===== src/rtl/demux_arbiter_if.sv =====
// Handshake/bus bundle between the requesting units and demux_arbiter.
//   i_req          : per-requester level request
//   i_release      : current owner is done
//   o_grant_valid  : a grant is active
//   o_grant_sel    : binary index of the owner, feeds the demux select
//   o_grant_onehot : one-hot grant, zero when no grant is active
//   o_timeout      : one-cycle pulse on a forced release
// Modports: master = arbiter side (drives grants), slave = requester side.
interface demux_arbiter_if #(
  parameter int unsigned NUM_REQUESTERS = 5
);
  localparam int unsigned SEL_W = $clog2(NUM_REQUESTERS);

  logic [NUM_REQUESTERS-1:0] i_req;
  logic                      i_release;
  logic                      o_grant_valid;
  logic [SEL_W-1:0]          o_grant_sel;
  logic [NUM_REQUESTERS-1:0] o_grant_onehot;
  logic                      o_timeout;

  modport master (
    input  i_req,
    input  i_release,
    output o_grant_valid,
    output o_grant_sel,
    output o_grant_onehot,
    output o_timeout
  );

  modport slave (
    output i_req,
    output i_release,
    input  o_grant_valid,
    input  o_grant_sel,
    input  o_grant_onehot,
    input  o_timeout
  );
endinterface


===== src/rtl/demux_arbiter.sv =====
// Round-robin arbiter sharing one demux-driven resource among NUM_REQUESTERS
// requesters. A grant is held until the owner releases it or withdraws its
// request; one idle bubble always separates consecutive grants so the demux
// output can settle. All outputs are registered.
//
// Ports:
//   i_clk  : clock, rising edge
//   i_rst  : asynchronous active-high reset
//   bus    : demux_arbiter_if.master (requests/release in, grants/timeout out)
//
// Optional feature, macro ARB_TIMEOUT_EN: when defined, a grant that has been
// held MAX_HOLD cycles without release is forcibly released and o_timeout
// pulses for one cycle. When undefined, o_timeout is constant 0 and grants
// are held indefinitely.
module demux_arbiter #(
  parameter int unsigned NUM_REQUESTERS = 5,
  parameter int unsigned MAX_HOLD       = 16
) (
  input  logic             i_clk,
  input  logic             i_rst,
  demux_arbiter_if.master  bus
);

  localparam int unsigned N     = NUM_REQUESTERS;
  localparam int unsigned SEL_W = $clog2(N);

  // Elaboration-time parameter sanity check.
  if (N < 2 || N > 32 || MAX_HOLD < 1) begin : g_param_check
    $error("demux_arbiter: illegal NUM_REQUESTERS or MAX_HOLD");
  end

  typedef enum logic [0:0] {
    IDLE  = 1'b0,
    GRANT = 1'b1
  } state_e;

  state_e           state_q,  state_d;
  logic [SEL_W-1:0] ptr_q,    ptr_d;
  logic [SEL_W-1:0] sel_q,    sel_d;
  logic             valid_q,  valid_d;
  logic [N-1:0]     onehot_q, onehot_d;
  logic             timeout_q, timeout_d;

`ifdef ARB_TIMEOUT_EN
  localparam int unsigned HOLD_W = $clog2(MAX_HOLD + 1);
  logic [HOLD_W-1:0] hold_q, hold_d;
  logic              expire_c;
`endif

  logic             win_found_c;
  logic [SEL_W-1:0] win_idx_c;
  logic [SEL_W:0]   cand_c;
  logic             owner_release_c;
  logic [SEL_W-1:0] ptr_after_sel_c;

  // Round-robin winner: first set request scanning upward from the pointer,
  // wrapping at N. cand_c is one bit wider so ptr+i never overflows before
  // the wrap subtraction.
  always_comb begin
    win_found_c = 1'b0;
    win_idx_c   = '0;
    cand_c      = '0;
    for (int unsigned i = 0; i < N; i++) begin
      cand_c = {1'b0, ptr_q} + (SEL_W+1)'(i);
      if (cand_c >= (SEL_W+1)'(N)) begin
        cand_c = cand_c - (SEL_W+1)'(N);
      end
      if (!win_found_c && bus.i_req[cand_c[SEL_W-1:0]]) begin
        win_found_c = 1'b1;
        win_idx_c   = cand_c[SEL_W-1:0];
      end
    end
  end

  // Withdrawal of the owner's request counts as a release.
  assign owner_release_c = bus.i_release || !bus.i_req[sel_q];

  // Pointer after a release: one past the owner, never loaded with >= N.
  assign ptr_after_sel_c = (sel_q == SEL_W'(N - 1)) ? '0 : sel_q + SEL_W'(1);

`ifdef ARB_TIMEOUT_EN
  assign expire_c = (hold_q == HOLD_W'(MAX_HOLD - 1));
`endif

  // Next-state and next-output logic.
  always_comb begin
    state_d   = state_q;
    ptr_d     = ptr_q;
    sel_d     = sel_q;
    valid_d   = valid_q;
    onehot_d  = onehot_q;
    timeout_d = 1'b0;
`ifdef ARB_TIMEOUT_EN
    hold_d    = hold_q;
`endif
    unique case (state_q)
      IDLE: begin
        if (win_found_c) begin
          state_d             = GRANT;
          valid_d             = 1'b1;
          sel_d               = win_idx_c;
          onehot_d            = '0;
          onehot_d[win_idx_c] = 1'b1;
`ifdef ARB_TIMEOUT_EN
          hold_d              = '0;
`endif
        end
      end
      GRANT: begin
        if (owner_release_c) begin
          state_d  = IDLE;
          valid_d  = 1'b0;
          onehot_d = '0;
          ptr_d    = ptr_after_sel_c;
`ifdef ARB_TIMEOUT_EN
        end else if (expire_c) begin
          state_d   = IDLE;
          valid_d   = 1'b0;
          onehot_d  = '0;
          ptr_d     = ptr_after_sel_c;
          timeout_d = 1'b1;
        end else begin
          hold_d = hold_q + HOLD_W'(1);
`endif
        end
      end
      default: begin
        state_d = IDLE;
      end
    endcase
  end

  // State and output registers.
  always_ff @(posedge i_clk or posedge i_rst) begin
    if (i_rst) begin
      state_q   <= IDLE;
      ptr_q     <= '0;
      sel_q     <= '0;
      valid_q   <= 1'b0;
      onehot_q  <= '0;
      timeout_q <= 1'b0;
    end else begin
      state_q   <= state_d;
      ptr_q     <= ptr_d;
      sel_q     <= sel_d;
      valid_q   <= valid_d;
      onehot_q  <= onehot_d;
      timeout_q <= timeout_d;
    end
  end

`ifdef ARB_TIMEOUT_EN
  // Grant age counter.
  always_ff @(posedge i_clk or posedge i_rst) begin
    if (i_rst) begin
      hold_q <= '0;
    end else begin
      hold_q <= hold_d;
    end
  end
`endif

  assign bus.o_grant_valid  = valid_q;
  assign bus.o_grant_sel    = sel_q;
  assign bus.o_grant_onehot = onehot_q;
  assign bus.o_timeout      = timeout_q;

endmodule


===== src/flat_wrapper.sv =====
// flat-port wrapper written by rule: the top's interface ports become plain ports
module demux_arbiter_flat 
#(
  parameter int unsigned NUM_REQUESTERS = 5,
  parameter int unsigned MAX_HOLD       = 16
)
  (i_clk, i_rst, bus_i_req, bus_i_release, bus_o_grant_valid, bus_o_grant_sel, bus_o_grant_onehot, bus_o_timeout);
  demux_arbiter_if #(.NUM_REQUESTERS(NUM_REQUESTERS)) bus_i ();
  input  logic i_clk;
  input  logic i_rst;
  input wire logic [$bits(bus_i.i_req)-1:0] bus_i_req;
  input wire logic [$bits(bus_i.i_release)-1:0] bus_i_release;
  output wire logic [$bits(bus_i.o_grant_valid)-1:0] bus_o_grant_valid;
  output wire logic [$bits(bus_i.o_grant_sel)-1:0] bus_o_grant_sel;
  output wire logic [$bits(bus_i.o_grant_onehot)-1:0] bus_o_grant_onehot;
  output wire logic [$bits(bus_i.o_timeout)-1:0] bus_o_timeout;
  assign bus_i.i_req = bus_i_req;
  assign bus_i.i_release = bus_i_release;
  assign bus_o_grant_valid = bus_i.o_grant_valid;
  assign bus_o_grant_sel = bus_i.o_grant_sel;
  assign bus_o_grant_onehot = bus_i.o_grant_onehot;
  assign bus_o_timeout = bus_i.o_timeout;
  demux_arbiter #(.NUM_REQUESTERS(NUM_REQUESTERS), .MAX_HOLD(MAX_HOLD)) u_core (.i_clk(i_clk), .i_rst(i_rst), .bus(bus_i));
endmodule

===== config.mk =====
export PLATFORM = sky130hd
export DESIGN_NAME = demux_arbiter_flat
export DESIGN_NICKNAME = d
export VERILOG_FILES = /design/src/rtl/demux_arbiter_if.sv /design/src/rtl/demux_arbiter.sv /design/src/flat_wrapper.sv
export SDC_FILE = /design/constraint.sdc
export NUM_CORES = 1
export LEC_CHECK = 0
export BUFFER_PORTS_ARGS = -buffer_cell sky130_fd_sc_hd__buf_2
export CELL_PAD_IN_SITES_DETAIL_PLACEMENT = 0
export CELL_PAD_IN_SITES_GLOBAL_PLACEMENT = 1
export CORE_MARGIN = 4
export CORE_UTILIZATION = 44
export DETAILED_ROUTE_END_ITERATION = 12
export GPL_ROUTABILITY_DRIVEN = 1
export PLACE_DENSITY = 0.9
export SLEW_MARGIN = 25
export SYNTH_ARGS = -nofsm -noshare
export SYNTH_HDL_FRONTEND = slang
export SYNTH_SLANG_ARGS = --single-unit

===== constraint.sdc =====
create_clock -name i_clk -period 4.55 [get_ports i_clk]
set_input_delay 0.2275 -clock i_clk [delete_from_list [all_inputs] [get_ports i_clk]]
set_output_delay 0.2275 -clock i_clk [all_outputs]
set_load 0.02 [all_outputs]

==> impl_metrics.yaml <==
status:
  outcome: "completed"
floorplanning:
  fp.dieArea_mm2: 0.00451
  fp.dieW_um: 67.2
  rows: 21
  start_util: 0.458
  die_h_um: 67.2
  ios: 18
  core_mm2: 0.00336
sta:
  max_freq_mhz: 256
  worst_clock_skew_ns: 0.00135
  fin_setup_tns_ns: 0
  rsz0062_at_grt: "no"
  hold_violations: 0
  slew_headroom: 0.594
  min_period_over_period: 0.860
  maxSlewViolCount: 0
  setup_ws_ns: 0.637
  min_period_ns: 3.91
  tightestPinTransition_ns: 0.604
  finalSetupViolations: 0
cells_and_area:
  drive_gt1_frac: 0.182
  fin_nets: 218
  antennaDiodeCount: 0
  fin_area_mm2: 0.00168
  syn_to_final_growth_pct: 9.17
yosys:
  synthDistinctLibCells: 55
  synthTopCellsByArea: "dfrtp_1 21%, ha_1 8.1%, mux2i_1 5.8%"
  yosysTopAreaCellShare: 0.211
  synthArstFlopShare: 1.00
  yosysWarnings: 0
  synth_area_leader_cell: "dfrtp_1"
  ys_seq_area_frac: 0.211
  synthFlopType: "dfrtp_1"
  synth_edf_count: 0
  ys_ff_latch: 13
  syn_area_mm2: 0.00154
  syn_avg_cell_area_um2: 8.38
  syn_nets: 203
  synthCells: 184
route:
  firstDrtPassIters: 4
  via_per_inst: 6.00
  post_drt_wl_per_cell_um: 15.9
  drt-initial-drc-count: 90
  ant_nets: 0
  wirelength_um: 3890
  post-route-drc-count: 0
  vias: 1463
critical_path:
  critPathLaunchType: "flip-flop"
  endpoint_kind: "flip-flop"
  cp.arrival_ns: 4.13
  worstSetupPathType: "reg2reg"
  worstPathRequired_ns: 4.77
  crit_fanout: 14
place:
  dpl_cell_area_mm2: 0.00165
  portBuffers: 16
  gp_congestion: 0.866
  pre_cts_ws_ns: 0.660
  post-dp-hpwl_um: 3020
cts:
  numCtsBuffers: 3
  cts.path.max_buffers: 2
  clkSinkCount: 13
  cts_setup_buffers: 0
  tritoncts: "yes"
  h-tree-depth: 1
  cts.repair.resized: 0
  ctsHoldBuffers: 1
  clk_latency_ns: 0.28
  cts_root_buffer: "clkbuf_4"
  clk_pin_slew_ns: 0.08
grt:
  grt_max_degree: 16
  groute.usage.overall: 0.184
  first_global_vias: 1394
  grt_pass1_wl_um: 6470
  grt_overflow: 0
  antenna_found_initial: 0
flow_run:
  cap_violations: 0
hold_path:
  hp-class: "in2reg"
==> stage by stage <==
step	cells	hold WS, ns	utilization
2_1_floorplan	184	0.104	-
3_3_place_gp	239	0.260	0.490
3_5_place_dp	239	0.266	0.490
4_1_cts	244	0.437	0.500
5_1_grt	244	0.492	0.500
6_report	244	0.441	0.500
==> Yosys cell counts, drive strengths merged (2+ instances only) <==
library cell	number
or2	3
o2bb2ai	2
ha	10
o31ai	2
o22ai	2
a22o	4
nand3	3
o21bai	3
and2	2
mux2i	9
a211oi	3
clkbuf	4
a21o	7
o211ai	2
nor3b	2
buf	4
a21oi	12
nand2	14
a31oi	2
o221ai	2
o21ai	12
mux4	3
mux2	4
inv	10
nor2b	2
dfrtp	13
or3	3
xnor2	4
nand2b	5
nor2	14
nor3	3
==> worst max-delay path: stages, from the launching register on <==
cell      delay [ns]
dfrtp_1         0.61
inv_1           0.20
ha_1            0.63
inv_1           0.24
mux2i_1         0.36
mux2_2          0.39
a32o_1          0.24
or3b_2          0.48
o21bai_1        0.28
and2_1          0.26
a22o_1          0.17
==> state kept, by name, summed over array words and instances, names as in the netlist <==
register	flops
u_core.ptr_q	3
u_core.bus.o_grant_valid	1
u_core.bus.o_grant_onehot	5
u_core.state_q	1
u_core.bus.o_grant_sel	3
==> final timing paths <==
check,start,endpoint,slack [ns],depth (start not counted)
max reg2reg,u_core.ptr_q[1]$_DFFE_PP0P_,u_core.bus.o_grant_onehot[1]$_DFFE_PP0P_,0.64,10
min,bus_i_release,u_core.state_q$_DFF_PP0_,0.44,3
max,u_core.ptr_q[1]$_DFFE_PP0P_,u_core.bus.o_grant_onehot[1]$_DFFE_PP0P_,0.64,10
min reg2reg,u_core.bus.o_grant_valid$_DFFE_PP0P_,u_core.bus.o_grant_valid$_DFFE_PP0P_,0.48,2
min in group asynchronous,i_rst,u_core.bus.o_grant_valid$_DFFE_PP0P_,0.51,3
max in group asynchronous,i_rst,u_core.ptr_q[2]$_DFFE_PP0P_,3.70,3
==> per-layer routing <==
layer / vias up / GRT usage / wire length, um / share of wire
li1: 706 / - / - / -
met1: 707 / 0.262 / 1850 / 0.48
met2: 46 / 0.293 / 1840 / 0.47
met3: 4 / 0.0300 / 167 / 0.043
met4: 0 / 0.0354 / 29 / 0.0075
met5: - / 0 / 0 / 0
==> cells in the final DEF, fill, tap and decap left out, drive strengths merged, types with 5 or more instances in the layout <==
| master | netlist | routed |
|---|---|---|
| inv | 10 | 10 |
| nand2 | 14 | 14 |
| a21oi | 12 | 12 |
| buf | 4 | 17 |
| mux2i | 9 | 9 |
| a21o | 7 | 7 |
| nand2b | 5 | 5 |
| o21ai | 12 | 12 |
| nor2 | 14 | 14 |
| dfrtp | 13 | 13 |
| ha | 10 | 10 |
==> cells by family after synthesis <==
family          count (synthesis)  share of synthesized area
simple gates                   59                      0.201
other cells                     1                    0.00243
mux                            16                      0.131
fa+ha+maj                      11                     0.0942
buf+inv                        18                     0.0503
compound gates                 62                      0.287
flops                          13                      0.211
xor+xnor                        4                     0.0227
==> area by class of cell <==
class                   instances  area [um^2]
flip-flops and latches         13          325
repair buffers                 18         97.6
well taps                      46         57.6
multi-input cells             153         1140
inverters                      10         37.5
clock buffers                   4         26.3
fillers                       351         1680
Power is not shown: default switching activity piles up to over one toggle a cycle in this logic, so the estimate is an artifact.
